`src/rtl/fifo_pkg.sv`:
```
// Shared FIFO-slice definitions: default word width / pack factor and the
// word and lane-mask types derived from them.
package fifo_pkg;

  localparam int DATA_WIDTH_DEF = 8;
  localparam int PACK_DEF = 4;

  typedef logic [DATA_WIDTH_DEF-1:0] word_t;
  typedef logic [PACK_DEF-1:0]       keep_t;

endpackage

```
`src/rtl/fifo_rd_packer.sv`:
```
// Read-domain FIFO consumer: packs PACK show-ahead words (first popped in lane 0)
// into one valid/ready output word, with flush emitting a masked partial word.
module fifo_rd_packer
  import fifo_pkg::*;
#(
  parameter int DATA_WIDTH = DATA_WIDTH_DEF,
  parameter int PACK       = PACK_DEF
) (
  input  logic                       rclk,
  input  logic                       rrst,
  input  logic [DATA_WIDTH-1:0]      rdata,
  input  logic                       rempty,
  output logic                       rinc,
  input  logic                       flush,
  output logic [DATA_WIDTH*PACK-1:0] m_data,
  output logic [PACK-1:0]            m_keep,
  output logic                       m_last,
  output logic                       m_valid,
  input  logic                       m_ready
);

  localparam int CW = $clog2(PACK + 1);
  localparam logic [CW-1:0] ZERO_C = CW'(0);
  localparam logic [CW-1:0] ONE_C  = CW'(1);
  localparam logic [CW-1:0] FULL_C = CW'(PACK);

  logic [PACK-1:0][DATA_WIDTH-1:0] acc_r;
  logic [CW-1:0]                   cnt_r;
  logic                            flush_pend_r;

  logic            full_s;
  logic            part_s;
  logic            hold_free_s;
  logic            xfer_s;
  logic            pop_s;
  logic [PACK-1:0] keep_s;

  function automatic logic [PACK-1:0] lane_mask(input logic [CW-1:0] n);
    logic [PACK-1:0] m;
    m = {PACK{1'b0}};
    for (int i = 0; i < PACK; i++) begin
      m[i] = (CW'(i) < n);
    end
    return m;
  endfunction

  // Transfer and pop decisions; a pop into a full accumulator is only
  // allowed when the same cycle moves the accumulator out.
  always_comb begin
    full_s      = (cnt_r == FULL_C);
    part_s      = flush_pend_r && (cnt_r != ZERO_C);
    hold_free_s = !m_valid || m_ready;
    xfer_s      = (full_s || part_s) && hold_free_s;
    pop_s       = !rrst && !rempty && !flush_pend_r && (!full_s || xfer_s);
    keep_s      = lane_mask(cnt_r);
  end

  assign rinc = pop_s;

  // Accumulator, lane count, flush tracking and output holding register.
  always_ff @(posedge rclk or posedge rrst) begin
    if (rrst) begin
      acc_r        <= {(PACK*DATA_WIDTH){1'b0}};
      cnt_r        <= ZERO_C;
      flush_pend_r <= 1'b0;
      m_data       <= {(PACK*DATA_WIDTH){1'b0}};
      m_keep       <= {PACK{1'b0}};
      m_last       <= 1'b0;
      m_valid      <= 1'b0;
    end else begin
      if (xfer_s) begin
        for (int i = 0; i < PACK; i++) begin
          m_data[i*DATA_WIDTH +: DATA_WIDTH] <= keep_s[i] ? acc_r[i] : {DATA_WIDTH{1'b0}};
        end
        m_keep  <= keep_s;
        m_last  <= flush_pend_r || flush;
        m_valid <= 1'b1;
      end else if (m_valid && m_ready) begin
        m_valid <= 1'b0;
      end

      if (pop_s) begin
        if (xfer_s) begin
          acc_r[0] <= rdata;
          cnt_r    <= ONE_C;
        end else begin
          for (int i = 0; i < PACK; i++) begin
            if (cnt_r == CW'(i)) begin
              acc_r[i] <= rdata;
            end
          end
          cnt_r <= cnt_r + ONE_C;
        end
      end else if (xfer_s) begin
        cnt_r <= ZERO_C;
      end

      // An empty accumulator with no arriving word has nothing to flush.
      if (xfer_s) begin
        flush_pend_r <= 1'b0;
      end else if (flush && ((cnt_r != ZERO_C) || pop_s)) begin
        flush_pend_r <= 1'b1;
      end
    end
  end

endmodule

```
`config.mk`:
```
export PLATFORM = sky130hd
export DESIGN_NAME = fifo_rd_packer
export DESIGN_NICKNAME = d
export VERILOG_FILES = /design/src/rtl/fifo_pkg.sv /design/src/rtl/fifo_rd_packer.sv
export SDC_FILE = /design/constraint.sdc
export NUM_CORES = 1
export LEC_CHECK = 0
export CAP_MARGIN = 15
export CORE_MARGIN = 5
export CORE_UTILIZATION = 58
export CTS_BUF_LIST = sky130_fd_sc_hd__clkbuf_4 sky130_fd_sc_hd__clkbuf_8
export DETAILED_ROUTE_END_ITERATION = 6
export PLACE_DENSITY = 0.87
export SYNTH_ARGS = -nofsm -noshare
export SYNTH_HDL_FRONTEND = slang
export SYNTH_SLANG_ARGS = --single-unit
```
`constraint.sdc`:
```
create_clock -name rclk -period 6.2 [get_ports rclk]
set_input_delay 0.93 -clock rclk [delete_from_list [all_inputs] [get_ports rclk]]
set_output_delay 0.93 -clock rclk [all_outputs]
set_load 0.02 [all_outputs]
```
## Yosys cells after proc, flatten, opt, wreduce, memory -nomap -nowiden

Index checks and enable logic that the tools add are counted.

| word-level totals | value |
|---|---|
| register bits after elaboration | 74 |
| input port bits | 13 |
| output and inout port bits | 39 |
| logic and storage cells | 60 |

| cells by class | value |
|---|---|
| add/subtract/negate cells | 1 |
| order comparisons | 4 |
| equal/unequal tests | 4 |
| mux-type cells | 13 |
| bitwise gates (word level) | 1 |
| reductions and logical operators | 27 |

Operators with widths:

| cell | count |
|---|---|
| 8-bit two-way mux | 6 |
| 3-bit two-way mux | 3 |
| 3-bit AND reduction | 3 |
| 2-bit nonzero test | 4 |
| 1-bit logical AND | 7 |
| 3-bit by 2-bit equality test with 1-bit output, second input constant | 2 |
| 1-bit by 3-bit less-than comparator with 1-bit output, first input constant | 2 |
| 2-bit by 3-bit less-than comparator with 1-bit output, first input constant | 2 |
| 1-bit logical NOT | 5 |
| 1-bit logical OR | 5 |
| 1-bit two-way mux | 4 |
| 3-bit by 1-bit adder with 3-bit output, second input constant | 1 |
| 3-bit by 1-bit equality test with 1-bit output, second input constant | 1 |
| 3-bit equality test, second input constant | 1 |
| 3-bit logical NOT | 1 |
| 3-bit nonzero test | 1 |
| 2-bit AND reduction | 1 |
| 1-bit NOT | 1 |

## Depth between registers and ports, before layout

| depth | value |
|---|---|
| word-level depth | 10 |
| mapped depth | 9 |
| depth with buffers taken out | 6 |

## Worst setup path before layout

OpenSTA, ideal clock, no wires.

| timing path | value |
|---|---|
| path kind | input to output |
| from | in rempty |
| to | out rinc |
| arrival | 1554 ps |
| data required time | 5270 ps |
| setup slack | 3716 ps |
| cell stages on the path | 2 |
| path buffers | 0 |
| cell sequence | nor3_4 o21a_1 |

| between the ends | value |
|---|---|
| cells in the longest elaborated chain, start to end | 4 |

RTL lines:

| element | line | RTL |
|---|---|---|
| start, declared | fifo_rd_packer.sv:12 | `input logic rempty,` |
| 1-bit logical NOT | fifo_rd_packer.sv:54 | `pop_s = !rrst && !rempty && !flush_pend_r && (!full_s \|\| xfer_s);` |
| 1-bit logical AND (3 in a row) | fifo_rd_packer.sv:54 |  |
| end, declared | fifo_rd_packer.sv:13 | `output logic rinc,` |

Every way passes these cells.

## Worst setup path in the final report

Same ends and word-level chain as after synthesis.

==> qor.csv <==
stage;metric;value;unit
synth;simple-gate share of the synthesized area;0.06147;
global_route;number of global-route vias before repair;1922;
pwr;Tot Pwr;1.685;mW
clock_network;H-tree levels;3;
routing;antenna viol nets, final;0;
timing;Slew Viols, Final;0;
die;Die X;80.59;um
setup_path;CP endpoint kind;primary output;
synth;Post-synth EDFFs;0;
setup_path;R2R Path Start;cnt_r[0];
global_route;Total Routing Usage GR;0.2066;
global_route;largest net degree at the start of global routing;75;
synth;asr flop ratio synth;1.000;
synth;largest cells by area after synthesis;dfrtp_1 64%, mux2_2 13%, a22o_1 7.3%, nand2_1 2.9%, o21ai_0 1.7%;
layout;antenna diode count;0;
timing;final hold violations;0;
synth;most frequent cells after synthesis;74 x dfrtp_1, 34 x mux2_2, 24 x a22o_1;
setup_path;CP max FO;6;
synth;most common cell in the synthesized netlist;dfrtp_1;
clock_network;clk slew on worst S/H paths;0.07;ns
clock_network;PostCTS Resize Cnt;0;
clock_network;Post-CTS Repair Setup Buffers;0;
layout;final net count;275;
timing;Fin Setup TNS;0;ns
synth;largest family of logic cells by synthesized area;multiplexers;
setup_path;Critical Path AT;2.61;ns
clock_network;TritonCTS clock tree;built;
routing;Post-route DRC;0;
die;total die area;0.006495;mm^2
synth;top_reg_cell synth;dfrtp_1;
die;number of cell rows;25;
synth;synth warn;0;
synth;post-synth top area share;0.6407;
clock_network;CTS Root Buffer Type;clkbuf_8;
layout;synth-to-layout area growth;26.28;%
timing;Rel. slew slack;0.3893;
layout;layout cell share with drive strength beyond 1;0.2311;
routing;first-pass detailed-route iteration total;4;
clock_network;hold_buf cts;0;
synth;post-synthesis compound-gate area fraction;0.1195;
global_route;first-pass GRT wire length;9922;um
clock_network;Max Root-Sink Buffers;2;
status;status;finished clean;
pwr;static leakage;1.675;nW
job;max-cap violations;0;
clock_network;CTS buffer count;9;
layout;Fillers;299;
routing;initial DRC count;113;
placed_design;GP Congestion;0.8438;
global_route;initial antenna violation count;0;
timing;minimum clock period;3.544;ns
pwr;Max VDD drop;0.2825;mV
synth;syn_nets;221;
timing;# setup viols final;0;
timing;Final Skew;0.009394;ns
synth;Synth cell types;29;
timing;RSZ-0062 raised after global routing;false;
timing;Final period util;0.5716;
placed_design;Buffers on Ports;51;
synth;mux cell area share after synthesis;0.1394;
timing;Slew @ Worst Pin;0.9128;ns
die;Starting Density;0.6039;
synth;share of the yosys chip area belonging to registers;0.6407;
setup_path;Critical Path Source;rempty;
setup_path;Crit Path Category;input pin to primary output;
synth;syn avg cell area;14.10;um^2
die;IO Count;52;
timing;fmax;282.2;MHz
worst_hold_path;Hold Path Class;register to register;
setup_path;Critical Path Source Type;input pin;
routing;final wirelength;6019;um
synth;Synth Area in Adders;0.01299;
layout;fin util;0.7626;
pwr;pwr/cell area;461.6;mW/mm^2
synth;Synth Area in XOR/XNOR;0.003030;
setup_path;Crit path required time;5.27;ns
layout;post-route cell area;0.003650;mm^2
synth;Synth Cell Area;0.002890;mm^2
routing;routed len/inst;18.18;um
placed_design;Post-DP Area;0.003441;mm^2
routing;Via density;5.520;
synth;FF+latch count, synth;74;
global_route;GRT overflow;0;
clock_network;clock sink total;74;
die;Die H;80.59;um
worst_hold_path;HP Start;acc_r[27];
die;Core Box Area;0.004786;mm^2
synth;cells after synthesis;205;
clock_network;worst-skew pair later-pin latency;0.33;ns
synth;area leader, netlist;dfrtp_1;
routing;via count;1827;
placed_design;dpl hpwl;4029;um
[layer usage]
layer  up-vias  part of all wire  track usage  wire (um)
met2        39              0.50       0.3328       3034
met3         4             0.034      0.03700        203
met5         -                 0            0          0
met1       941              0.45       0.2864       2736
li1        843                 -            -          -
met4         0            0.0075      0.06419         45
[worst max-delay path: stages]
cell and delay [ns]:
clkdlybuf4s50_1 0.44, nor3_4 0.33, o21a_1 0.27, clkdlybuf4s50_1 0.63
[per-stage QoR]
step / setup slack, ns / instances / hold WS [ns]
5_1_grt: 2.586 / 331 / 0.5124
2_1_floorplan: 3.388 / 205 / 0.4603
4_1_cts: 2.656 / 331 / 0.4942
3_5_place_dp: 2.662 / 315 / 0.4784
3_3_place_gp: 2.695 / 315 / 0.4631
6_report: 2.656 / 331 / 0.4893
[final timing paths]
kind / cells after the start / slack [ns] / to
worst max-delay path: 4 / 2.66 / rinc
worst min-delay path: 1 / 0.49 / m_data[27]
worst max register to register: 6 / 3.50 / m_data[5]
worst min register to register: 1 / 0.49 / m_data[27]
max in group asynchronous: 3 / 4.36 / m_data[5]
min in group asynchronous: 3 / 1.26 / cnt_r[0]
[sequential cells by signal (all words and copies together), names as in the netlist]
signal	cells
acc_r	32
cnt_r	3
flush_pend_r	1
m_data	32
m_keep	4
m_last	1
m_valid	1
[kinds of logic (layout without fill, tap and decap cells)]
logic type / count (synthesis) / count (layout)
AO/OA/AOI/OAI: 45 / 45
XOR/XNOR: 1 / 1
adder cells (fa/ha/maj): 3 / 3
buffers and inverters: 13 / 72
flip-flops: 74 / 74
multiplexers: 36 / 36
AND/OR/NAND/NOR: 33 / 33
[cell type report]
class | count | area, um^2 | area share
tap | 67 | 83.83 | 0.02297
inverter | 4 | 15.01 | 0.004114
sequential | 74 | 1852 | 0.5074
clock inverter | 4 | 50.05 | 0.01371
clock buffer | 12 | 158.9 | 0.04354
multi-input combinational | 118 | 972.2 | 0.2664
timing repair buffer | 52 | 518.0 | 0.1419
[placed cells by master, fill, tap and decap left out, drive strengths merged, types with 2 or more instances in the layout]
cell type	Yosys	routed
mux2i	2	2
inv	3	3
clkinvlp	0	2
dfrtp	74	74
clkbuf	2	12
clkinv	1	2
o21ai	11	11
a22o	24	24
ha	3	3
nand2	24	24
nor2	2	2
mux2	34	34
a21o	3	3
clkdlybuf4s50	0	51
a21oi	3	3
nor3	2	2
[report_power, final]
group | total, mW | switching (mW) | internal (mW) | leakage [nW]
Sequential | 0.738 | 0.102 | 0.636 | 0.973
Clock | 0.378 | 0.166 | 0.212 | 0.102
Combinational | 0.568 | 0.300 | 0.268 | 0.599
(Power assumes the default switching activity.)
